File: config.mk
export PLATFORM = sky130hd
export DESIGN_NAME = uart_mult_ctrl
export DESIGN_NICKNAME = d
export VERILOG_FILES = /design/src/rtl/uart_mult_ctrl.sv
export SDC_FILE = /design/constraint.sdc
export NUM_CORES = 1
export LEC_CHECK = 0
export CAP_MARGIN = 20
export CORE_ASPECT_RATIO = 1.4
export CORE_MARGIN = 2
export CORE_UTILIZATION = 55
export DETAILED_ROUTE_END_ITERATION = 10
export GPL_TIMING_DRIVEN = 0
export PLACE_DENSITY = 0.83
export SYNTH_ARGS = -nofsm -noshare
export SYNTH_HDL_FRONTEND = slang
export SYNTH_SLANG_ARGS = --single-unit
File: constraint.sdc
create_clock -name clk_int -period 3 [get_ports clk_int]
set_input_delay 0.9 -clock clk_int [delete_from_list [all_inputs] [get_ports clk_int]]
set_output_delay 0.9 -clock clk_int [all_outputs]
set_load 0.02 [all_outputs]
File: src/rtl/uart_mult_ctrl.sv
// uart_mult_ctrl: takes an (A, B) byte frame from the UART, issues one multiply and streams the 16-bit product back MSB first.
// Build macro UART_CTRL_CHECKSUM_EN appends a third byte, the XOR of the two product bytes, to the response.
module uart_mult_ctrl #(
    parameter int unsigned TIMEOUT_CYCLES = 1000000,
    parameter int unsigned CNT_W          = $clog2(TIMEOUT_CYCLES + 1)
) (
    input  logic         clk_int,
    input  logic         uart_reset,
    input  logic [7:0]   uart_received_data,
    input  logic         uart_rx_valid,
    input  logic         uart_tx_ready,
    output logic [7:0]   uart_transmit_data,
    output logic         uart_tx_start,
    output logic [7:0]   mult_a,
    output logic [7:0]   mult_b,
    output logic         mult_start,
    input  logic         mult_done,
    input  logic [15:0]  mult_product,
    output logic         busy,
    output logic         frame_err,
    output logic         rx_drop
);

    localparam int unsigned BYTE_W = 8;
    localparam int unsigned PROD_W = 16;
    localparam int unsigned IDX_W  = 2;

`ifdef UART_CTRL_CHECKSUM_EN
    localparam logic [IDX_W-1:0] LAST_IDX = IDX_W'(2);
`else
    localparam logic [IDX_W-1:0] LAST_IDX = IDX_W'(1);
`endif

    typedef enum logic [2:0] {
        IDLE,
        GET_B,
        MULT_GO,
        MULT_WAIT,
        TX_LOAD,
        TX_BUSY,
        TX_DONE
    } state_t;

    state_t              state, state_nxt;
    logic [CNT_W-1:0]    cnt, cnt_nxt;
    logic [PROD_W-1:0]   result, result_nxt;
    logic [IDX_W-1:0]    idx, idx_nxt;
    logic [BYTE_W-1:0]   a_nxt, b_nxt, data_nxt;
    logic                tx_start_nxt, frame_err_nxt;

    // Response byte selected by index
    function automatic logic [BYTE_W-1:0] tx_byte(input logic [PROD_W-1:0] r,
                                                  input logic [IDX_W-1:0]  i);
`ifdef UART_CTRL_CHECKSUM_EN
        if (i == IDX_W'(2)) return r[15:8] ^ r[7:0];
`endif
        return (i == IDX_W'(0)) ? r[15:8] : r[7:0];
    endfunction

    // Bytes arriving while a multiply or response is in flight are discarded
    assign rx_drop = uart_rx_valid && (state != IDLE) && (state != GET_B);

    // Next-state and next-register values; tx start is decided one cycle ahead so the pulse is registered
    always_comb begin
        state_nxt     = state;
        cnt_nxt       = cnt;
        result_nxt    = result;
        idx_nxt       = idx;
        a_nxt         = mult_a;
        b_nxt         = mult_b;
        data_nxt      = uart_transmit_data;
        frame_err_nxt = frame_err;
        tx_start_nxt  = 1'b0;
        case (state)
            IDLE: begin
                if (uart_rx_valid) begin
                    a_nxt         = uart_received_data;
                    frame_err_nxt = 1'b0;
                    cnt_nxt       = '0;
                    state_nxt     = GET_B;
                end
            end
            GET_B: begin
                cnt_nxt = cnt + CNT_W'(1);
                if (uart_rx_valid) begin
                    b_nxt     = uart_received_data;
                    state_nxt = MULT_GO;
                end else if (cnt == CNT_W'(TIMEOUT_CYCLES - 1)) begin
                    frame_err_nxt = 1'b1;
                    state_nxt     = IDLE;
                end
            end
            MULT_GO: state_nxt = MULT_WAIT;
            MULT_WAIT: begin
                if (mult_done) begin
                    result_nxt   = mult_product;
                    idx_nxt      = '0;
                    data_nxt     = mult_product[15:8];
                    tx_start_nxt = uart_tx_ready;
                    state_nxt    = TX_LOAD;
                end
            end
            TX_LOAD: begin
                if (uart_tx_start) state_nxt = TX_BUSY;
                else               tx_start_nxt = uart_tx_ready;
            end
            TX_BUSY: begin
                if (!uart_tx_ready) state_nxt = TX_DONE;
            end
            TX_DONE: begin
                if (uart_tx_ready) begin
                    if (idx == LAST_IDX) begin
                        state_nxt = IDLE;
                    end else begin
                        idx_nxt      = idx + IDX_W'(1);
                        data_nxt     = tx_byte(result, idx + IDX_W'(1));
                        tx_start_nxt = 1'b1;
                        state_nxt    = TX_LOAD;
                    end
                end
            end
            default: state_nxt = IDLE;
        endcase
    end

    always_ff @(posedge clk_int) begin
        if (uart_reset) begin
            state              <= IDLE;
            cnt                <= '0;
            result             <= '0;
            idx                <= '0;
            mult_a             <= '0;
            mult_b             <= '0;
            uart_transmit_data <= '0;
            uart_tx_start      <= 1'b0;
            mult_start         <= 1'b0;
            busy               <= 1'b0;
            frame_err          <= 1'b0;
        end else begin
            state              <= state_nxt;
            cnt                <= cnt_nxt;
            result             <= result_nxt;
            idx                <= idx_nxt;
            mult_a             <= a_nxt;
            mult_b             <= b_nxt;
            uart_transmit_data <= data_nxt;
            uart_tx_start      <= tx_start_nxt;
            mult_start         <= (state_nxt == MULT_GO);
            busy               <= (state_nxt != IDLE);
            frame_err          <= frame_err_nxt;
        end
    end

endmodule

==> run_results.csv <==
group,metric,value,unit
critical_path,crit_arrival,2070,ps
timing,holdWs,455,ps
power_and_ir_drop,p_per_area,495,mW/mm^2
synthesis,yosys.cell_types.count,54,
synthesis,ys_seq_elements,69,
finish,multi_input_area,0.00168,mm^2
routing,ant_nets,0,
cts,cts_setup_buffers,0,
synthesis,synthCells,395,
timing,hold_viol_final,0,
routing,drt_iter0_drc,163,
cts,cts_hold_buf,0,
floorplanning,die_y,94.3,um
timing,maxSlewViolCount,0,
synthesis,syn_nets,427,
placement,numPortBuffers,56,
timing,rsz0062_at_grt,"no",
timing,min_period_over_period,98.9,%
critical_path,critPathKind,"input pin to output pin",
floorplanning,dieArea,0.00646,mm^2
finish,drive_gt1_share,8.78,%
routing,vias,3076,
synthesis,yosys-top-cells-area,"dfxtp_1, nand2_1, a21oi_1",
timing,tightest_slew,717,ps
critical_path,startpoint_type,"input pin",
placement,pre_cts_slack,-231,ps
critical_path,cp.required,2100,ps
routing,routedWlPerCell,15.0,um
synthesis,synth_edf_count,0,
flow_run,drv_cap,0,
finish,ff_latch_area,0.00138,mm^2
power_and_ir_drop,p_leak,1.34,nW
floorplanning,die_x,68.5,um
synthesis,yosysWarnings,0,
synthesis,ys_seq_area_share,43.1,%
cts,clk_latency,340,ps
timing,relSlewSlack,51.9,%
critical_path,crit_fanout,9,
finish,area_growth,25.7,%
cts,cts_root_buf,"clkbuf_8",
cts,clock-sinks,69,
finish,fin_nets,494,
grt,grt_max_degree,12,
finish,diodes,0,
timing,period_minus_slack,2970,ps
placement,dpl.cell_count,519,
finish,final_area,0.00402,mm^2
synthesis,synth_flop_cell,"dfxtp_1",
synthesis,synth_top_area_share,43.1,%
synthesis,async_reset_ff_share,0,%
floorplanning,start_util,57.5,%
timing,fmax,0.337,GHz
grt,grt_pass1_vias,2847,
critical_path,r2r_cells,6,
grt,track_usage,26.0,%
power_and_ir_drop,vdd_drop_max,0.000393,V
synthesis,yosys.area.top_type,"dfxtp_1",
cts,clk_pin_slew,70,ps
cts,cts_tree,"yes",
timing,layout_setup_ws,34.4,ps
cts,cts-buffers-inserted,9,
routing,finalWirelength,8010,um
grt,grt_antenna_before_repair,0,
grt,grt_overflow_total,0,
placement,dpl-instance-area,0.00385,mm^2
synthesis,avgSynthCellArea,8.11,um^2
routing,first_pass_iters,6,
placement,gp_congestion,0.880,
finish,final_cells,535,
grt,grt_pass1_wl,12800,um
floorplanning,design.core.area,0.00557,mm^2
cts,cts_buffer_depth,2,
status,status,"complete, no violations",
timing,clock-skew-final,9.41,ps
floorplanning,ioPinCount,58,
synthesis,netlist_area,0.00320,mm^2
min_path,holdPathStages,2,
min_path,hp-class,"flip-flop to flip-flop",
critical_path,endpoint_kind,"output pin",
floorplanning,fp-row-count,32,
finish,fill_cells,465,
timing,final.setup.tns,0,ps
placement,dp_hpwl,5860,um
timing,setup_viol,0,
cts,cts_max_level,3,
routing,drc,0,
routing,viasPerCell,5.75,
## through the flow
step                      utilization (%)  total power [mW]
final                                72.3              1.99
after global routing                 72.3              2.08
after CTS                            72.3              2.00
after detailed placement             69.1              1.34
after global placement               69.1              1.33
after floorplan                         -              1.19
## cell families after synthesis
logic type / synth area share (%)
buffers and inverters: 4.30
adders and majority gates: 1.17
DFF: 43.1
AOI/OAI and AO/OA: 19.6
muxes: 4.22
and+or+nand+nor: 27.6
## critical path, cell delays in order
cell             delay (ps)
dlygate4sd2_1           400
o21a_1                  170
clkdlybuf4s50_1         590
## Yosys cell counts, drive strengths merged, types with 4 or more instances
| master | n |
|---|---|
| o21ai | 12 |
| a21oi | 56 |
| nor2 | 18 |
| and4 | 4 |
| nand3 | 8 |
| dfxtp | 69 |
| clkbuf | 20 |
| a31oi | 4 |
| inv | 6 |
| nor3 | 4 |
| or3 | 5 |
| nor3b | 6 |
| o211ai | 10 |
| and2 | 5 |
| nand3b | 4 |
| mux2i | 9 |
| nand2 | 91 |
| nand4 | 5 |
| mux2 | 4 |
| buf | 8 |
## where the power goes
| group | total [mW] | internal (mW) | switching (mW) | leakage (nW) |
|---|---|---|---|---|
| registers | 0.974 | 0.952 | 0.0217 | 0.559 |
| logic | 0.343 | 0.142 | 0.201 | 0.685 |
| clock network | 0.677 | 0.341 | 0.336 | 0.0921 |
| total | 1.99 | 1.44 | 0.558 | 1.34 |
## routing by layer
| metal | part of all wire [%] | GRT usage (%) | vias to the layer above |
|---|---|---|---|
| met2 | 52 | 46.2 | 87 |
| li1 | - | - | 1549 |
| met1 | 41 | 29.2 | 1423 |
| met3 | 4.2 | 5.28 | 17 |
| met5 | 0 | 0 | - |
| met4 | 2.1 | 10.5 | 0 |
## timing repair
action | CTS | global route
setup endpoints to repair | 1 | 0
gates resized for setup | 1 | 0
endpoints found under the hold margin | 0 | 0
## cells in the final DEF (no fill, tap or decap), types with 3 or more instances in the layout
cell,instances
mux2i_1,9
and4_1,3
and2_1,5
clkdlybuf4s50_1,55
o21a_1,3
nand2_1,91
nand3b_1,4
clkbuf_8,11
inv_1,6
dfxtp_1,69
or4_1,3
nor3b_1,4
a21oi_1,56
a31o_2,3
o211ai_1,10
clkbuf_1,20
or3_1,5
a31oi_1,4
o21ai_0,11
nor3_1,4
mux2_2,4
ha_1,3
buf_2,7
nand4_1,5
o311ai_0,3
a22oi_1,3
nand3_1,8
nor2_1,18
clkinv_2,3
## sequential cells by signal, indices dropped and copies added (netlist names)
signal	flops
mult_b	8
mult_start	1
uart_tx_start	1
uart_transmit_data	8
mult_a	8
busy	1
result	16
cnt	20
idx	2
frame_err	1
state	3
## path summary, 6_finish.rpt
kind                                    start   endpoint  slack [ps]
worst min-delay path                mult_a[6]  mult_a[6]         450
worst max-delay path            uart_rx_valid    rx_drop          30
worst min register to register      mult_a[6]  mult_a[6]         450
worst max register to register         cnt[0]    cnt[18]         940
## layout make-up
class / instances / share of cell area [%]
multi-input combinational: 292 / 41.8
clock buffer: 12 / 3.86
buffer: 28 / 2.86
tap: 68 / 2.11
timing repair buffer: 56 / 13.9
clock inverter: 4 / 0.560
sequential: 69 / 34.3
inverter: 6 / 0.560
Power figures use the tool's default switching activity.
